File: src/rtl/proc_pkg.sv
// Shared types and widths for the 8-bit processor datapath.
// No logic; opcode encodings and execute-stage FSM states.
// Not applicable (package).
package proc_pkg;

    localparam int DATA_W = 8;
    localparam int REG_AW = 3;
    localparam int PC_W   = 5;
    localparam int ADDR_W = 4;

    typedef enum logic [3:0] {
        OP_NOP  = 4'h0,
        OP_ADD  = 4'h1,
        OP_SUB  = 4'h2,
        OP_AND  = 4'h3,
        OP_OR   = 4'h4,
        OP_XOR  = 4'h5,
        OP_NOT  = 4'h6,
        OP_SHL  = 4'h7,
        OP_SHR  = 4'h8,
        OP_MOV  = 4'h9,
        OP_INC  = 4'hA,
        OP_CMP  = 4'hB,
        OP_MUL  = 4'hC,
        OP_JMP  = 4'hD,
        OP_JZ   = 4'hE,
        OP_HALT = 4'hF
    } opcode_t;

    typedef enum logic [1:0] {
        IDLE   = 2'd0,
        MUL    = 2'd1,
        HALTED = 2'd2
    } exec_state_t;

endpackage

File: src/rtl/seq_multiplier.sv
// Shift-add unsigned multiplier, one multiplier bit per cycle.
// Latency: done pulses in the DATA_W-th cycle after start; product valid with done.
// No backpressure: a start while running restarts the operation.
module seq_multiplier
    import proc_pkg::*;
#(
    parameter int DATA_W = proc_pkg::DATA_W
) (
    input  logic                  clk,
    input  logic                  reset,
    input  logic                  start,
    input  logic [DATA_W-1:0]     a,
    input  logic [DATA_W-1:0]     b,
    output logic                  done,
    output logic [2*DATA_W-1:0]   product
);

    localparam int CNT_W = $clog2(DATA_W);

    logic                  run;
    logic [CNT_W-1:0]      cnt;
    logic [2*DATA_W-1:0]   acc;
    logic [2*DATA_W-1:0]   mcand;
    logic [2*DATA_W-1:0]   acc_nxt;
    logic [DATA_W-1:0]     mplier;

    assign acc_nxt = acc + (mplier[0] ? mcand : '0);
    // The last partial product is folded in combinationally so done and product coincide.
    assign done    = run && (cnt == CNT_W'(DATA_W - 1));
    assign product = acc_nxt;

    always_ff @(posedge clk or negedge reset) begin
        if (!reset) begin
            run    <= 1'b0;
            cnt    <= '0;
            acc    <= '0;
            mcand  <= '0;
            mplier <= '0;
        end else if (start) begin
            run    <= 1'b1;
            cnt    <= '0;
            acc    <= '0;
            mcand  <= {{DATA_W{1'b0}}, a};
            mplier <= b;
        end else if (run) begin
            acc    <= acc_nxt;
            mcand  <= mcand << 1;
            mplier <= mplier >> 1;
            cnt    <= cnt + CNT_W'(1);
            if (done) begin
                run <= 1'b0;
            end
        end
    end

endmodule

File: src/rtl/execute_unit.sv
// Execute/write-back stage: ALU, flags, register write port, jump requests, sequential MUL.
// Latency: 1 cycle for single-cycle ops, DATA_W+1 cycles to write-back for MUL.
// in_ready low during MUL and after HALT; in_valid while not ready is dropped, upstream holds.
module execute_unit #(
    parameter int DATA_W = proc_pkg::DATA_W,
    parameter int REG_AW = proc_pkg::REG_AW,
    parameter int PC_W   = proc_pkg::PC_W,
    parameter int ADDR_W = proc_pkg::ADDR_W
) (
    input  logic               clk,
    input  logic               reset,
    input  logic               in_valid,
    output logic               in_ready,
    input  logic [3:0]         opcode,
    input  logic [ADDR_W-1:0]  addr,
    input  logic [REG_AW-1:0]  dest,
    input  logic [DATA_W-1:0]  operand_a,
    input  logic [DATA_W-1:0]  operand_b,
    output logic               wb_en,
    output logic [REG_AW-1:0]  wb_addr,
    output logic [DATA_W-1:0]  wb_data,
    output logic               zero_flag,
    output logic               carry_flag,
    output logic               jump_en,
    output logic [PC_W-1:0]    jump_target,
    output logic               busy,
    output logic               halted
);

    import proc_pkg::*;

    exec_state_t           state;
    exec_state_t           state_nxt;
    opcode_t               op;
    logic                  accept;
    logic [DATA_W:0]       a_x;
    logic [DATA_W:0]       b_x;
    logic [DATA_W:0]       alu;
    logic                  alu_wr;
    logic                  alu_flags;
    logic                  mul_start;
    logic                  mul_done;
    logic [2*DATA_W-1:0]   mul_product;
    logic [REG_AW-1:0]     mul_dest;

    assign op       = opcode_t'(opcode);
    // Gated by reset so every output reads 0 while reset is held.
    assign in_ready = reset && (state == IDLE);
    assign accept   = in_valid && in_ready;
    assign busy     = (state == MUL);
    assign halted   = (state == HALTED);
    assign a_x      = {1'b0, operand_a};
    assign b_x      = {1'b0, operand_b};
    assign mul_start = accept && (op == OP_MUL);

    seq_multiplier #(
        .DATA_W (DATA_W)
    ) u_mul (
        .clk     (clk),
        .reset   (reset),
        .start   (mul_start),
        .a       (operand_a),
        .b       (operand_b),
        .done    (mul_done),
        .product (mul_product)
    );

    always_ff @(posedge clk or negedge reset) begin
        if (!reset) begin
            state <= IDLE;
        end else begin
            state <= state_nxt;
        end
    end

    always_comb begin
        state_nxt = state;
        case (state)
            IDLE: begin
                if (accept && op == OP_MUL) begin
                    state_nxt = MUL;
                end else if (accept && op == OP_HALT) begin
                    state_nxt = HALTED;
                end
            end
            MUL: begin
                if (mul_done) begin
                    state_nxt = IDLE;
                end
            end
            HALTED:  state_nxt = HALTED;
            default: state_nxt = IDLE;
        endcase
    end

    // Bit DATA_W of alu is the carry (or borrow for subtraction).
    always_comb begin
        alu       = '0;
        alu_wr    = 1'b0;
        alu_flags = 1'b0;
        case (op)
            OP_ADD: begin alu = a_x + b_x;                 alu_wr = 1'b1; end
            OP_SUB: begin alu = a_x - b_x;                 alu_wr = 1'b1; end
            OP_AND: begin alu = {1'b0, operand_a & operand_b}; alu_wr = 1'b1; end
            OP_OR:  begin alu = {1'b0, operand_a | operand_b}; alu_wr = 1'b1; end
            OP_XOR: begin alu = {1'b0, operand_a ^ operand_b}; alu_wr = 1'b1; end
            OP_NOT: begin alu = {1'b0, ~operand_a};        alu_wr = 1'b1; end
            OP_SHL: begin alu = {operand_a, 1'b0};         alu_wr = 1'b1; end
            OP_SHR: begin alu = {operand_a[0], 1'b0, operand_a[DATA_W-1:1]}; alu_wr = 1'b1; end
            OP_MOV: begin alu = a_x;                       alu_wr = 1'b1; end
            OP_INC: begin alu = a_x + {{DATA_W{1'b0}}, 1'b1}; alu_wr = 1'b1; end
            OP_CMP: begin alu = a_x - b_x;                 alu_flags = 1'b1; end
            default: begin alu = '0; end
        endcase
        alu_flags = alu_flags | alu_wr;
    end

    always_ff @(posedge clk or negedge reset) begin
        if (!reset) begin
            wb_en       <= 1'b0;
            wb_addr     <= '0;
            wb_data     <= '0;
            zero_flag   <= 1'b0;
            carry_flag  <= 1'b0;
            jump_en     <= 1'b0;
            jump_target <= '0;
            mul_dest    <= '0;
        end else begin
            wb_en   <= 1'b0;
            jump_en <= 1'b0;
            if (accept) begin
                if (alu_wr) begin
                    wb_en   <= 1'b1;
                    wb_addr <= dest;
                    wb_data <= alu[DATA_W-1:0];
                end
                if (alu_flags) begin
                    zero_flag  <= (alu[DATA_W-1:0] == '0);
                    carry_flag <= alu[DATA_W];
                end
                // JZ sees the flag as it stood before this edge.
                if (op == OP_JMP || (op == OP_JZ && zero_flag)) begin
                    jump_en     <= 1'b1;
                    jump_target <= {{(PC_W-ADDR_W){1'b0}}, addr};
                end
                if (op == OP_MUL) begin
                    mul_dest <= dest;
                end
            end else if (state == MUL && mul_done) begin
                wb_en      <= 1'b1;
                wb_addr    <= mul_dest;
                wb_data    <= mul_product[DATA_W-1:0];
                zero_flag  <= (mul_product[DATA_W-1:0] == '0);
                carry_flag <= (mul_product[2*DATA_W-1:DATA_W] != '0);
            end
        end
    end

endmodule

File: config.mk
export PLATFORM = sky130hd
export DESIGN_NAME = execute_unit
export DESIGN_NICKNAME = d
export VERILOG_FILES = /design/src/rtl/proc_pkg.sv /design/src/rtl/seq_multiplier.sv /design/src/rtl/execute_unit.sv
export SDC_FILE = /design/constraint.sdc
export NUM_CORES = 1
export LEC_CHECK = 0
export CORE_MARGIN = 2
export CORE_UTILIZATION = 53
export DETAILED_ROUTE_END_ITERATION = 10
export PLACE_DENSITY = 0.78
export SETUP_SLACK_MARGIN = 0.05
export SYNTH_ARGS = -nofsm -noshare
export SYNTH_HDL_FRONTEND = slang
export SYNTH_SLANG_ARGS = --single-unit
File: constraint.sdc
create_clock -name clk -period 2.9 [get_ports clk]
set_input_delay 0.87 -clock clk [delete_from_list [all_inputs] [get_ports clk]]
set_output_delay 0.87 -clock clk [all_outputs]
set_load 0.005 [all_outputs]
==> metrics.cfg, run 1 <==
[synth]
dominant_combinational_cell_family_by_area_after_synthesis=simple AND/OR/NAND/NOR gates
number_of_enable_flip_flop_cells_after_synthesis=0
ys.warnings.count=0
syn-instance-count=587
synth_compound_gate_area_share_pct=17.22
netlist_area_sq_um=5238
synth_area_leader_cell=dfrtp_1
synth.distinct_cells=75
synthesis.nets=662
synth.mux.area_fraction_pct=12.54
synth-xor-area-share_pct=4.348
seq_area_frac_synth_pct=32.49
fraction_of_registers_with_async_set_or_reset_after_synthesis_pct=100.0
post_synth_and_or_nand_nor_area_fraction_pct=17.85
post_synthesis_sequential_element_count=68
synth.area.top_cells=dfrtp_1 32%, ha_1 10%, mux2i_1 9.7%
netlist.area_leader.share_pct=32.49
post_synth.cell_area_avg_sq_um=8.923
ys.flop_type=dfrtp_1
synth_fa_ha_area_share_pct=11.04

[finish]
most_used_cells_in_the_layout_excluding_fill_and_tap_cells=149 x buf_4, 66 x dfrtp_1, 65 x nor2_1
fin_area_sq_um=7789
area_growth_syn_to_layout_pct=48.71
layout-drive-gt1-share_pct=35.37
design.final.nets=856
antenna_cells_inserted=0
layout_commonest_cell=buf_4

[setup_path]
crit_fanout=7
timing.critical_path.required_ps=3130
timing.critical_path.slowest_stage_cell=or4b_1
cp-end-kind=flop
crit_path_end=carry_flag
slowest_delay_ps=560
worst-r2r-cell-count=12
crit_path_frequent_cell=a211oi_4
timing_worst_setup_path_type=reg2reg
critical_path.reg2reg.endpoint=carry_flag
crit_chain=buf_6 -> and2_4 -> ha_4 -> a211oi_4 -> nor2_4 -> buf_4 -> a211oi_4 -> a221o_1 -> nand4b_1 -> or4b_1 -> o41ai_4 -> a31oi_1
reg2reg_slack_ps=-470
critPathArrivalTime_ps=3600
worstSetupStartpoint=u_mul.mplier[0]
setup.worst_path.start_class=flop
start_of_the_worst_register_to_register_path=u_mul.mplier[0]

[hold_path]
timing.hold.worst.class=reg2reg

[routing]
drt_pass1_iterations=7
dr.first_iter.drc_count=325
routed_via_count_divided_by_cell_count=6.057
antenna_left=0
drc=0
avgRoutedWirePerCell_um=20.79
vias=5566
total_wirelength_of_the_detailed_routed_design_um=19110

[clocking]
cts_hold_repair.buffers=0
cts_sink_cnt=68
max-clock-path-buffers=2
clock_tree_from_tritoncts=built
tritoncts.num_buffers=9
clkTransAtPathRegs_ps=70
cts-root-buf=clkbuf_8
worst_skew_pair.late_latency_ps=360
cts-htree-levels=3

[timing]
finalWorstSetupSlack_ps=-468.2
slew_headroom_pct=42.81
fraction_of_the_cycle_the_final_worst_path_needs_pct=116.1
worstMarginPinSlew_ps=857.9
drv_slew=0
rsz0062_at_grt=true
finalCriticalPeriod_ps=3368
setup_tns_after_final_layout_ps=-2540
timing_hold_violations_final=0
finalSetupViolations=10
finalClockSkew_ps=11.65
fmax_mhz=296.9

[place]
dp_hpwl_um=12120
gp_routability_congestion=0.9375
place_area_sq_um=6947
portBuffers=51

[pwr]
power.combinational.fraction_pct=72.2
power_report.internal_total_mw=5.262
power.switching_mw=4.223
power.leakage_nw=3.531
vdd_ir_drop_max_v=0.0009246
p_clk_share_pct=9.5
power_switching_share_pct=44.52
power_frac_seq_pct=18.3
power_per_cell_area_nw_per_um2=1218

[die]
placeableCoreArea_sq_um=9684
floorplan.die.width_um=103.4
pin_count=53
floorplan.die_area_sq_um=10690
die_h_um=103.4
floorplan.initialDensity_pct=54.08
rows=36

[grt]
grt_max_degree=69
via_count_of_the_first_global_routing_pass=5466
initial_antenna_violation_count=0
gr-total-overflow=0
gr-usage-all-layers_pct=33.18
global_route_wire_length_before_repair_um=27140

[run_status]
status=finished with violations
failing_checks=setup timing

[job]
drv_cap=0

==> cells by family (layout without fill, tap and decap cells) <==
family          count (synthesis)  in the layout
flops                          68             68
xor+xnor                       26             26
other cells                     1              1
buf+inv                        58            257
fa+ha+maj                      45             45
compound gates                132            132
simple gates                  195            195
mux                            62             62
==> per-stage QoR <==
stage	utilization [%]	hold WS, ps	instances	power (mW)	setup slack, ps
after CTS	77.34	504.6	911	8.271	-351.1
after detailed placement	71.73	473.7	886	6.804	-1059
final	80.43	513.5	919	9.485	-468.2
after global placement	71.73	455.8	886	6.503	-1012
after floorplan	-	439.8	587	4.469	-449.6
after global routing	80.43	527.9	919	9.898	-608.0
==> Yosys cell counts, types with 3 or more instances <==
library cell,count
nor2b_1,10
nand2_1,51
o21ai_1,12
clkbuf_1,18
nor2_1,69
o21bai_1,3
nand3_1,7
o21ai_0,30
nand2b_1,6
buf_1,5
a21o_1,7
o41ai_1,5
ha_1,43
mux2_2,9
a211oi_1,6
xor2_1,5
a22oi_1,7
a31oi_1,6
dfrtp_1,68
nor3_1,8
inv_1,30
and2_1,18
a21oi_1,23
mux2i_1,51
a41oi_1,3
nor4_1,3
xnor2_1,21
==> registers in the layout (all words and copies together), names as in the netlist, 2 cells and up <==
register,flops
u_mul.acc,16
mul_dest,3
u_mul.mplier,8
wb_data,8
jump_target,4
wb_addr,3
u_mul.cnt,3
state,2
u_mul.mcand,16
==> what timing repair did <==
action | 4_1_cts | 5_1_grt
gates resized for setup | 62 | 45
pin swaps | 35 | 31
endpoints found under the setup margin | 13 | 12
buffers inserted | 10 | 9
==> critical path, delay by kind of cell, from the launching register on <==
kind,cells,cell delay [ps]
buffers and inverters,2,310
AOI/OAI and AO/OA,5,1210
DFF,1,470
adders and majority gates,1,250
and+or+nand+nor,4,990
==> power by group through the flow <==
stage	logic, mW	registers (mW)	clock network (mW)
finish	6.85	1.73	0.902
global route	7.19	1.77	0.943
CTS	5.69	1.69	0.895
detailed placement	5.13	1.67	0
global placement	4.86	1.64	0
floorplan	2.85	1.61	0
==> worst min path at each step <==
stage / startpoint / depth (start not counted) / to
finish: mul_dest[0] / 1 / mul_dest[0]
global route: wb_data[3] / 2 / wb_data[3]
CTS: state[0] / 1 / state[1]
detailed placement: wb_data[6] / 2 / wb_data[6]
global placement: state[0] / 1 / state[1]
floorplan: state[0] / 1 / state[1]
==> routing by layer <==
metal / part of all wire [%] / GRT usage [%]
met1: 39 / 41.43
met2: 49 / 55.19
met3: 7.0 / 6.048
met4: 5.3 / 16.50
met5: 0 / 0
==> layout make-up <==
class                           count  area, sq um
Clock inverter                      5        85.08
Fill cell                         586         1896
Inverter                           32        127.6
Sequential cell                    68         1704
Timing Repair Buffer              209         1738
Multi-Input combinational cell    461         3826
Clock buffer                       11        141.4
Tap cell                          133        166.4
No activity file was read; power rests on OpenSTA's default activity.
==> inputs of run 2 (changes only) <==
Settings changed: CTS_CLUSTER_DIAMETER from default to 60.
==> results of run 2 <==
The final DEF is identical to that of run 1; final timing and power are the same.
